===== config.mk =====
export PLATFORM = sky130hd
export DESIGN_NAME = rgb_timebase
export DESIGN_NICKNAME = d
export VERILOG_FILES = /design/src/rtl/rgb_timebase.sv
export SDC_FILE = /design/constraint.sdc
export NUM_CORES = 1
export LEC_CHECK = 0
export ABC_AREA = 1
export BUFFER_PORTS_ARGS = -buffer_cell sky130_fd_sc_hd__buf_2
export CAP_MARGIN = 15
export CELL_PAD_IN_SITES_DETAIL_PLACEMENT = 1
export CELL_PAD_IN_SITES_GLOBAL_PLACEMENT = 1
export CORE_AREA = 2 2 70 72
export DETAILED_ROUTE_END_ITERATION = 8
export DIE_AREA = 0 0 72 74
export PLACE_DENSITY = 0.77
export SYNTH_ARGS = -nofsm -noshare
export SYNTH_HDL_FRONTEND = slang
export SYNTH_SLANG_ARGS = --single-unit

===== constraint.sdc =====
create_clock -name clk -period 2.6 [get_ports clk]
set_clock_uncertainty 0.05 [all_clocks]
set_input_delay 0 -clock clk [delete_from_list [all_inputs] [get_ports clk]]
set_output_delay 0 -clock clk [all_outputs]
set_load 0.02 [all_outputs]

===== src/rtl/rgb_timebase.sv =====
// Free-running WIDTH-bit timebase. It emits NTAPS nested one-cycle strobes; tap i follows
// counter bit TAP_BIT(i) = (i*(WIDTH-1))/(NTAPS-1). The wrap strobe marks the all-ones -> 0 rollover.
module rgb_timebase #(
  parameter int WIDTH = 27,
  parameter int NTAPS = 6
) (
  input  logic             clk,
  input  logic             rst_n,
  input  logic             run,
  input  logic             step,
  input  logic             clear,
  output logic [NTAPS-1:0] taps,
  output logic             wrap,
  output logic [WIDTH-1:0] count
);

  if (NTAPS < 2 || NTAPS > WIDTH) begin : g_bad_params
    $error("rgb_timebase: NTAPS must be in [2, WIDTH]");
  end

  // Downstream dividers use this same formula, so the tap spacing must not change.
  function automatic int tap_bit(input int i);
    return (NTAPS > 1) ? (i * (WIDTH - 1)) / (NTAPS - 1) : 0;
  endfunction

  logic             adv;
  logic [NTAPS-1:0] tap_hit;

  assign adv = run | step;

  // Tap i strobes on the edge that carries out of bit tap_bit(i).
  for (genvar g = 0; g < NTAPS; g++) begin : g_tap
    localparam int B = tap_bit(g);
    assign tap_hit[g] = &count[B:0];
  end

  always_ff @(posedge clk) begin
    if (!rst_n) begin
      count <= '0;
      taps  <= '0;
      wrap  <= 1'b0;
    end else if (clear) begin
      count <= '0;
      taps  <= '0;
      wrap  <= 1'b0;
    end else if (adv) begin
      count <= count + WIDTH'(1);
      taps  <= tap_hit;
      wrap  <= &count;
    end else begin
      taps  <= '0;
      wrap  <= 1'b0;
    end
  end

endmodule


==> flow_summary.yaml, run 1 <==
routing:
  wl_per_cell_um: 13.85
  routed_wl_mm: 4.874
  vias: 1776
  vias_per_cell: 5.045
  final_antenna_net_count: 0
  drt-initial-drc-count: 32
  firstDrtPassIters: 4
  remaining_drc_errors: 0
clocking:
  cts_num_sinks: 33
  cts_setup_buffers: 0
  cts_resized: 0
  ctsHoldBuffers: 0
  clk_pin_slew_ps: 70
  htree_levels: 2
  cts_buffer_depth: 2
  worstSkewPairLatency_ps: 290
  cts_tree: "built"
  root_buffer: "clkbuf_8"
  numCtsBuffers: 5
hold_path:
  min_path_cells: 3
  hold_class: "in -> reg"
global_routing:
  grt_pass1_vias: 1749
  grt_pass1_wl_mm: 8.066
  grtUsageTotal_pct: 19.48
  antenna_found_initial: 0
  overflow: 0
  grt_max_degree: 23
logic_synthesis:
  synth-seq-cells: 33
  yosys_warnings: 0
  synth.top_cell.area_share_pct: 37.85
  postSynthAreaPerCell_sq_um: 6.845
  ys_seq_area_share_pct: 37.85
  synth_area_sq_mm: 0.001745
  yosysTopAreaCell: "dfxtp_1"
  yosysUniqueCellTypes: 26
  ys_top_cells_by_area: "dfxtp_1, nand2_1, nor2_1"
  synthCells: 255
  synth_nets: 261
timing:
  min_period_ps: 1621
  hold-worst-slack_ps: 26.29
  finalCritPeriodShare_pct: 62.34
  hold_viol_final: 0
  setup_viol: 0
  worstMarginPinSlew_ps: 403.7
  grt_setup_unrepaired: "no"
  fmax_mhz: 617.0
  final.setup.tns_ps: 0
  relSlewSlack_pct: 72.99
  slew_violations: 0
cells_and_area:
  n_fill_cell: 644
  syn2layout_area_growth_pct: 20.50
  layout-drive-gt1-share_pct: 23.83
  final_util_pct: 45.74
  nets: 303
  num_antenna_cells: 0
  multiInputGateArea_sq_um: 925.9
  final-seq-area_sq_um: 660.6
  final_cell_mix: "nand2_1, nor2_1, buf_2, inv_1, dfxtp_1"
  layout_commonest_cell: "nand2_1"
setup_path:
  critPathLaunchType: "flip-flop"
  required_ps: 2720
  r2r_cells: 8
  slowest_delay_ps: 380
  slowest_stage: "dfxtp_1"
  path_cells: "ha_1 -> nand3_1 -> nor2_2 -> nand3_1 -> inv_2 -> nand2_1 -> nor2_1 -> nor2_1"
  end_kind: "flip-flop"
  critPathArrivalTime_ps: 1740
  path_max_fanout: 5
  crit_type: "reg -> reg"
placement:
  place_congestion: 0.7760
  port_buffers: 38
  hpwlAfterDp_mm: 3.684
pwr:
  p_per_area_mw_per_mm2: 503.3
  p_leak_nw: 0.8856
  worst_ir_drop_vdd_uv: 179.5
  total_power_w: 0.001058
die:
  start_util_pct: 37.96
  io_pins: 39
  die_h_um: 74
  dieArea_sq_mm: 0.005328
  coreArea_sq_mm: 0.004598
  rows: 25
  die_w_um: 72
flow_run:
  max_cap_violations: 0
status:
  outcome: "finished, final reports clean"
[area by class of cell]
class	instances	share of cell area, %
clock buffer	7	4.105
clock inverter	1	1.428
inverter	36	6.425
multi-input combinational	182	44.02
sequential	33	31.41
tap	54	3.212
timing repair buffer	39	9.399
[through the flow]
step	setup WS (ps)	instances	area (sq um)
floorplan	1130	255	1745
global placement	1137	344	1987
detailed placement	1072	344	1987
CTS	1015	352	2103
global route	904.5	352	2103
finish	979.2	352	2103
[synthesized netlist by cell type]
master	count
nand3_2	2
nor3_2	1
nand2_1	50
nor2_2	5
ha_1	1
nand4_1	8
a21oi_1	13
inv_2	2
nand3_1	22
o21ai_1	1
nor2_4	6
dfxtp_1	33
buf_2	1
o21ai_0	10
nand3b_4	1
nor2_8	1
nand2_4	2
inv_1	34
xnor2_1	1
nor2_1	44
nor3b_1	1
buf_4	2
and3_1	1
nand2_2	5
nor3_1	7
buf_1	1
[worst max-delay path, delay by kind of cell, from the launching register on]
kind	cells	cell delay, ps
fa+ha+maj	1	210
flops	1	380
buf+inv	1	110
simple gates	6	760
[final timing paths]
path / start / endpoint / slack [ps]
hold reg to reg: count[9]$_SDFFE_PP0N_ / count[9]$_SDFFE_PP0N_ / 470
setup / recovery: count[1]$_SDFFE_PP0N_ / count[12]$_SDFFE_PP0N_ / 980
hold / removal: run / count[0]$_SDFFE_PP0N_ / 30
setup reg to reg: count[1]$_SDFFE_PP0N_ / count[12]$_SDFFE_PP0N_ / 980
[registers in the layout, indices dropped and copies added (netlist names)]
signal  flops
count      27
taps        6
[metal layers]
layer,global-route usage [%],vias up,routed length [um]
met2,32.92,39,2300
met3,2.981,10,174
met5,0,-,0
met4,8.386,0,97
met1,24.92,830,2301
li1,-,897,-
[kinds of logic after synthesis]
kind of cell | synth area share (%)
simple gates | 44.95
buf+inv | 9.103
flops | 37.85
compound gates | 6.881
xor+xnor | 0.5019
fa+ha+maj | 0.7167
[power breakdown]
part	internal (W)	switching, W
sequential	0.000507	0.00000163
clock	0.000313	0.000202
combinational	0.00000991	0.0000251
total	0.000830	0.000229
(Power assumes the default switching activity.)
==> run 2: changes to the inputs <==
- CORE_AREA: 2 2 70 72 -> 2 2 72 74
- DIE_AREA: 0 0 72 74 -> 0 0 74 76
- PLACE_DENSITY: 0.77 -> 0.73
- clock period: 2.6 -> 1.6 ns (I/O delays scaled with it)
==> run 2 against run 1 <==
  * Total power up 40%
  * Clock power up 15%
  * Final cell count up 6.3%
  * Utilization down 1.3 points
  * Via count up 0.39%
  * Hold slack better by 38 ps
  * First-iteration DRC count rose to 2.8 times the previous value
  * Non-clock buffer count up 8
  * Sequential share of layout area down 1.0 points
  * Worst setup slack worse by 840 ps
  * Largest power group is now sequential cells
  * Highest routed layer unchanged
==> flow_summary.yaml, run 2 (synthesized netlist as in run 1, its figures left out) <==
die:
  rows: 26
  dieArea_sq_mm: 0.005624
  io_pins: 39
  coreArea_sq_mm: 0.004912
  die_w_um: 74
  start_util_pct: 35.53
  die_h_um: 76
clocking:
  cts_num_sinks: 33
  numCtsBuffers: 5
  cts_tree: "built"
  clk_pin_slew_ps: 70
  cts_buffer_depth: 2
  root_buffer: "clkbuf_8"
  ctsHoldBuffers: 0
  worstSkewPairLatency_ps: 280
  htree_levels: 2
cells_and_area:
  top_register: "count"
  layout_commonest_cell: "nand2_1"
  final_cell_mix: "nand2_1, nor2_1, buf_2, inv_1, dfxtp_1"
  nets: 311
  largest_register_ffs: 27
  layout-drive-gt1-share_pct: 27.63
  final_util_pct: 44.45
  n_fill_cell: 663
  num_antenna_cells: 0
  syn2layout_area_growth_pct: 25.09
  reg_top3: "count x27, taps x6"
timing:
  finalCritPeriodShare_pct: 91.38
  min_period_ps: 1462
  relSlewSlack_pct: 81.48
  setup_viol: 0
  hold_viol_final: 0
  fmax_mhz: 683.9
  slew_violations: 0
  final.setup.tns_ps: 0
  worstMarginPinSlew_ps: 275.7
routing:
  vias_per_cell: 4.767
  remaining_drc_errors: 0
  routed_wl_mm: 5.043
  final_antenna_net_count: 0
  firstDrtPassIters: 4
  vias: 1783
  wl_per_cell_um: 13.48
  drt-initial-drc-count: 91
setup_path:
  end_kind: "flip-flop"
  path_max_fanout: 4
  required_ps: 1780
  crit_type: "reg -> reg"
  critPathArrivalTime_ps: 1640
  critPathLaunchType: "flip-flop"
hold_path:
  hold_class: "in -> reg"
global_routing:
  grtUsageTotal_pct: 19.77
  antenna_found_initial: 0
  grt_max_degree: 16
  grt_pass1_wl_mm: 8.673
  grt_pass1_vias: 1776
  overflow: 0
pwr:
  p_leak_nw: 0.9058
  clockPowerShare_pct: 39.9
  p_sw_w: 0.0003553
  swShare_pct: 23.91
  worst_ir_drop_vdd_uv: 251.1
  p_per_area_mw_per_mm2: 680.7
  pwr-share-comb_pct: 4.4
  p_seq_share_pct: 55.7
  internal_power_w: 0.001131
flow_run:
  max_cap_violations: 0
placement:
  hpwlAfterDp_mm: 3.866
  port_buffers: 38
  place_congestion: 0.7819
status:
  outcome: "finished, final reports clean"
==> run 2: cell count changes in the layout (fill, tap and decap cells not counted), moves of 2 or more <==
cell	delta
nor2_2	-2
dfxtp_1	-2
dfxtp_2	+2
nand3_1	-2
nor2_4	+3
buf_4	+8
==> run 2: path summary, 6_finish.rpt <==
check                           depth (start not counted)                  start                      to  slack [ps]
worst max-delay path                                    9  count[1]$_SDFFE_PP0N_  count[22]$_SDFFE_PP0N_         140
worst min-delay path                                    4                    run   count[4]$_SDFFE_PP0N_          60
worst max register to register                          9  count[1]$_SDFFE_PP0N_  count[22]$_SDFFE_PP0N_         140
worst min register to register                          2  count[9]$_SDFFE_PP0N_   count[9]$_SDFFE_PP0N_         460
==> run 2: layer usage <==
layer	up-vias	routed length [um]	global-route usage, %
met2	37	2454	32.14
met3	6	192	4.233
met5	-	0	0
met4	0	58	4.909
li1	915	-	-
met1	825	2339	26.38
==> run 2: final cells by class <==
cell class | count | area [sq um] | share of cell area [%]
well taps | 70 | 87.58 | 4.011
inverters | 36 | 137.6 | 6.304
repair buffers | 47 | 257.7 | 11.81
clock buffers | 5 | 68.82 | 3.152
multi-input cells | 182 | 963.4 | 44.13
flip-flops and latches | 33 | 663.1 | 30.37
clock inverters | 1 | 5.005 | 0.2292
==> run 2: per-stage QoR <==
step                instance area, sq um  setup WS (ps)  std cells  power [W]  hold WS (ps)
finish                              2183          137.9        374   0.001486         64.24
global route                        2183         -13.14        374   0.001550         96.18
CTS                                 2133          29.53        373   0.001506         86.44
detailed placement                  2059          65.12        367  0.0009094         366.9
global placement                    2059          137.3        367  0.0009084         365.3
floorplan                           1745          130.1        255  0.0008855         176.1
==> run 2: repair_timing <==
| item | CTS | global route |
|---|---|---|
| endpoints found under the setup margin | 0 | 13 |
| buffers inserted | 0 | 1 |
| resized for setup | 0 | 11 |
==> run 2: power groups by stage <==
stage          Sequential (W)  Combinational (W)  Clock [W]
3_5_place_dp         0.000846          0.0000634          0
4_1_cts              0.000827          0.0000638   0.000615
5_1_grt              0.000828          0.0000722   0.000650
2_1_floorplan        0.000848          0.0000377          0
6_report             0.000828          0.0000647   0.000594
3_3_place_gp         0.000846          0.0000625          0
==> run 2: critical path, cell delays in order (launching register included) <==
cell     delay, ps
dfxtp_2        360
ha_2           210
nand3_2        100
nor2_4         160
inv_1           80
nor2_4         130
nand3_1        100
nand2_1         80
inv_1           40
nor2_1          80
==> run 3: changes to the inputs <==
- BUFFER_PORTS_ARGS: -buffer_cell sky130_fd_sc_hd__buf_2 -> not set
- CORE_AREA: 2 2 72 74 -> 2 2 67 69
- DIE_AREA: 0 0 74 76 -> 0 0 69 71
- DONT_BUFFER_PORTS: not set -> 1
- PLACE_DENSITY: 0.73 -> 0.72
==> run 3 against run 2 <==
  * Clock-buffer cell count unchanged
  * Sequential share of layout area up 0.39 points
  * Sequential power about the same
  * Wire length down 0.42%
  * Critical path depth down 4
  * Register-to-register slack about the same
  * Utilization up 6.8 points
  * Hold slack worse by 11 ps
  * Final cell count down 8.0%
  * Via count down 2.8%
  * Total power up 2.9%
  * Largest cell class unchanged
  * Highest routed layer unchanged
==> flow_summary.yaml, run 3 (synthesized netlist as in run 1, its figures left out) <==
pwr:
  pwr-share-comb_pct: 4.4
  internal_power_w: 0.001148
  p_seq_share_pct: 54.1
  swShare_pct: 25.00
  p_leak_nw: 0.8333
  p_sw_w: 0.0003825
  worst_ir_drop_vdd_uv: 375.0
  p_per_area_mw_per_mm2: 709.7
  clockPowerShare_pct: 41.5
cells_and_area:
  nets: 297
  layout-drive-gt1-share_pct: 23.29
  syn2layout_area_growth_pct: 23.51
  final_util_pct: 51.28
  largest_register_ffs: 27
  top_register: "count"
  layout_commonest_cell: "nand2_1"
  reg_top3: "count x27, taps x6"
  stdcell_area_sq_mm: 0.002156
  num_antenna_cells: 0
  final_cell_mix: "nand2_1, nor2_1, inv_1, dfxtp_1, buf_4"
timing:
  hold_viol_final: 0
  fmax_mhz: 664.2
  setup_viol: 0
  slew_violations: 0
  worstMarginPinSlew_ps: 379.1
  min_period_ps: 1506
  relSlewSlack_pct: 74.69
  final.setup.tns_ps: 0
  finalCritPeriodShare_pct: 94.11
setup_path:
  crit_top_cell: "dlygate4sd3_1"
  critPathLaunchType: "input port"
  crit_type: "in -> reg"
  slowest_stage: "dlygate4sd3_1"
  r2r-end: "count[26]$_SDFFE_PP0N_"
  rr_startpoint: "count[1]$_SDFFE_PP0N_"
  path_cells: "dlygate4sd3_1 -> nor2_2 -> dlygate4sd3_1 -> o21ai_0 -> a21oi_1"
  path_max_fanout: 4
  end_kind: "flip-flop"
  slowest_delay_ps: 660
  required_ps: 1770
  r2r_cells: 9
  r2r_slack_ps: 130
  critPathArrivalTime_ps: 1680
routing:
  remaining_drc_errors: 0
  routed_wl_mm: 5.022
  drt-initial-drc-count: 80
  wl_per_cell_um: 14.60
  firstDrtPassIters: 4
  final_antenna_net_count: 0
  vias: 1733
  vias_per_cell: 5.038
clocking:
  worstSkewPairLatency_ps: 290
  cts_tree: "built"
  numCtsBuffers: 5
  clk_pin_slew_ps: 80
  cts_buffer_depth: 2
  cts_num_sinks: 33
  root_buffer: "clkbuf_8"
  htree_levels: 2
placement:
  hpwlAfterDp_mm: 3.753
  port_buffers: 0
  place_area_sq_mm: 0.001997
  place_congestion: 0.8076
global_routing:
  grt_pass1_wl_mm: 8.452
  overflow: 0
  antenna_found_initial: 0
  grtUsageTotal_pct: 21.76
  grt_max_degree: 15
  grt_pass1_vias: 1794
hold_path:
  worstHoldEndpoint: "count[10]$_SDFFE_PP0N_"
  hold_class: "in -> reg"
  min_path_cells: 4
  min_from: "rst_n"
die:
  die_w_um: 69
  die_h_um: 71
  coreArea_sq_mm: 0.004204
  dieArea_sq_mm: 0.004899
  rows: 24
  start_util_pct: 41.52
  io_pins: 39
flow_run:
  max_cap_violations: 0
status:
  outcome: "finished, final reports clean"
run 3: cell types whose count changed in the layout (fill, tap and decap cells not counted), sizes merged:
cell,change
clkinvlp,+1
dlygate4sd3,+4
buf,-18
clkinv,+1
run 3: worst max path at each step:
stage                                        end  slack (ps)                  start  cells after the start
after global placement        taps[4]$_SDFF_PP0_         150  count[0]$_SDFFE_PP0N_                      7
after global routing      count[12]$_SDFFE_PP0N_          -7  count[0]$_SDFFE_PP0N_                      9
after CTS                 count[26]$_SDFFE_PP0N_          50  count[1]$_SDFFE_PP0N_                      9
final                      count[0]$_SDFFE_PP0N_          90                   step                      5
after detailed placement  count[26]$_SDFFE_PP0N_          80  count[0]$_SDFFE_PP0N_                      9
after floorplan           count[12]$_SDFFE_PP0N_         130  count[1]$_SDFFE_PP0N_                      8
run 3: cell type report:
class / instances / area [sq um]
Fill cell: 556 / 2048
Multi-Input combinational cell: 182 / 948.4
Sequential cell: 33 / 663.1
Timing Repair Buffer: 33 / 257.7
Inverter: 36 / 135.1
Clock buffer: 5 / 68.82
Tap cell: 52 / 65.06
Clock inverter: 3 / 17.52
run 3: power groups by stage:
stage / clock network [W] / logic [W] / registers [W]
6_report: 0.000635 / 0.0000669 / 0.000828
5_1_grt: 0.000685 / 0.0000737 / 0.000828
4_1_cts: 0.000653 / 0.0000632 / 0.000827
3_5_place_dp: 0 / 0.0000567 / 0.000847
3_3_place_gp: 0 / 0.0000562 / 0.000846
2_1_floorplan: 0 / 0.0000377 / 0.000848
run 3: metrics by stage:
step | cells | hold slack, ps | power, W | setup slack [ps]
2_1_floorplan | 255 | 176.1 | 0.0008855 | 130.1
3_3_place_gp | 331 | 234.3 | 0.0009026 | 153.9
3_5_place_dp | 331 | 238.0 | 0.0009034 | 84.36
4_1_cts | 342 | 21.75 | 0.001544 | 50.76
5_1_grt | 344 | 74.46 | 0.001587 | -6.954
6_report | 344 | 52.77 | 0.001530 | 94.32
run 3: critical path: cells and delay by family:
family / cells / cell delay, ps
AND/OR/NAND/NOR: 1 / 230
buffers and inverters: 2 / 1220
AO/OA/AOI/OAI: 2 / 220
run 3: per-layer routing:
layer	part of all wire, %	up-vias	track usage (%)
met3	2.9	7	3.989
met1	46	821	26.40
met5	0	-	0
li1	-	879	-
met2	49	26	38.57
met4	1.5	0	7.843
run 3: repair_timing:
item | CTS | global route
endpoints found under the hold margin | 7 | 1
endpoints found under the setup margin | 0 | 13
hold buffers | 3 | 1
setup buffers | 0 | 1
gates resized for setup | 0 | 8
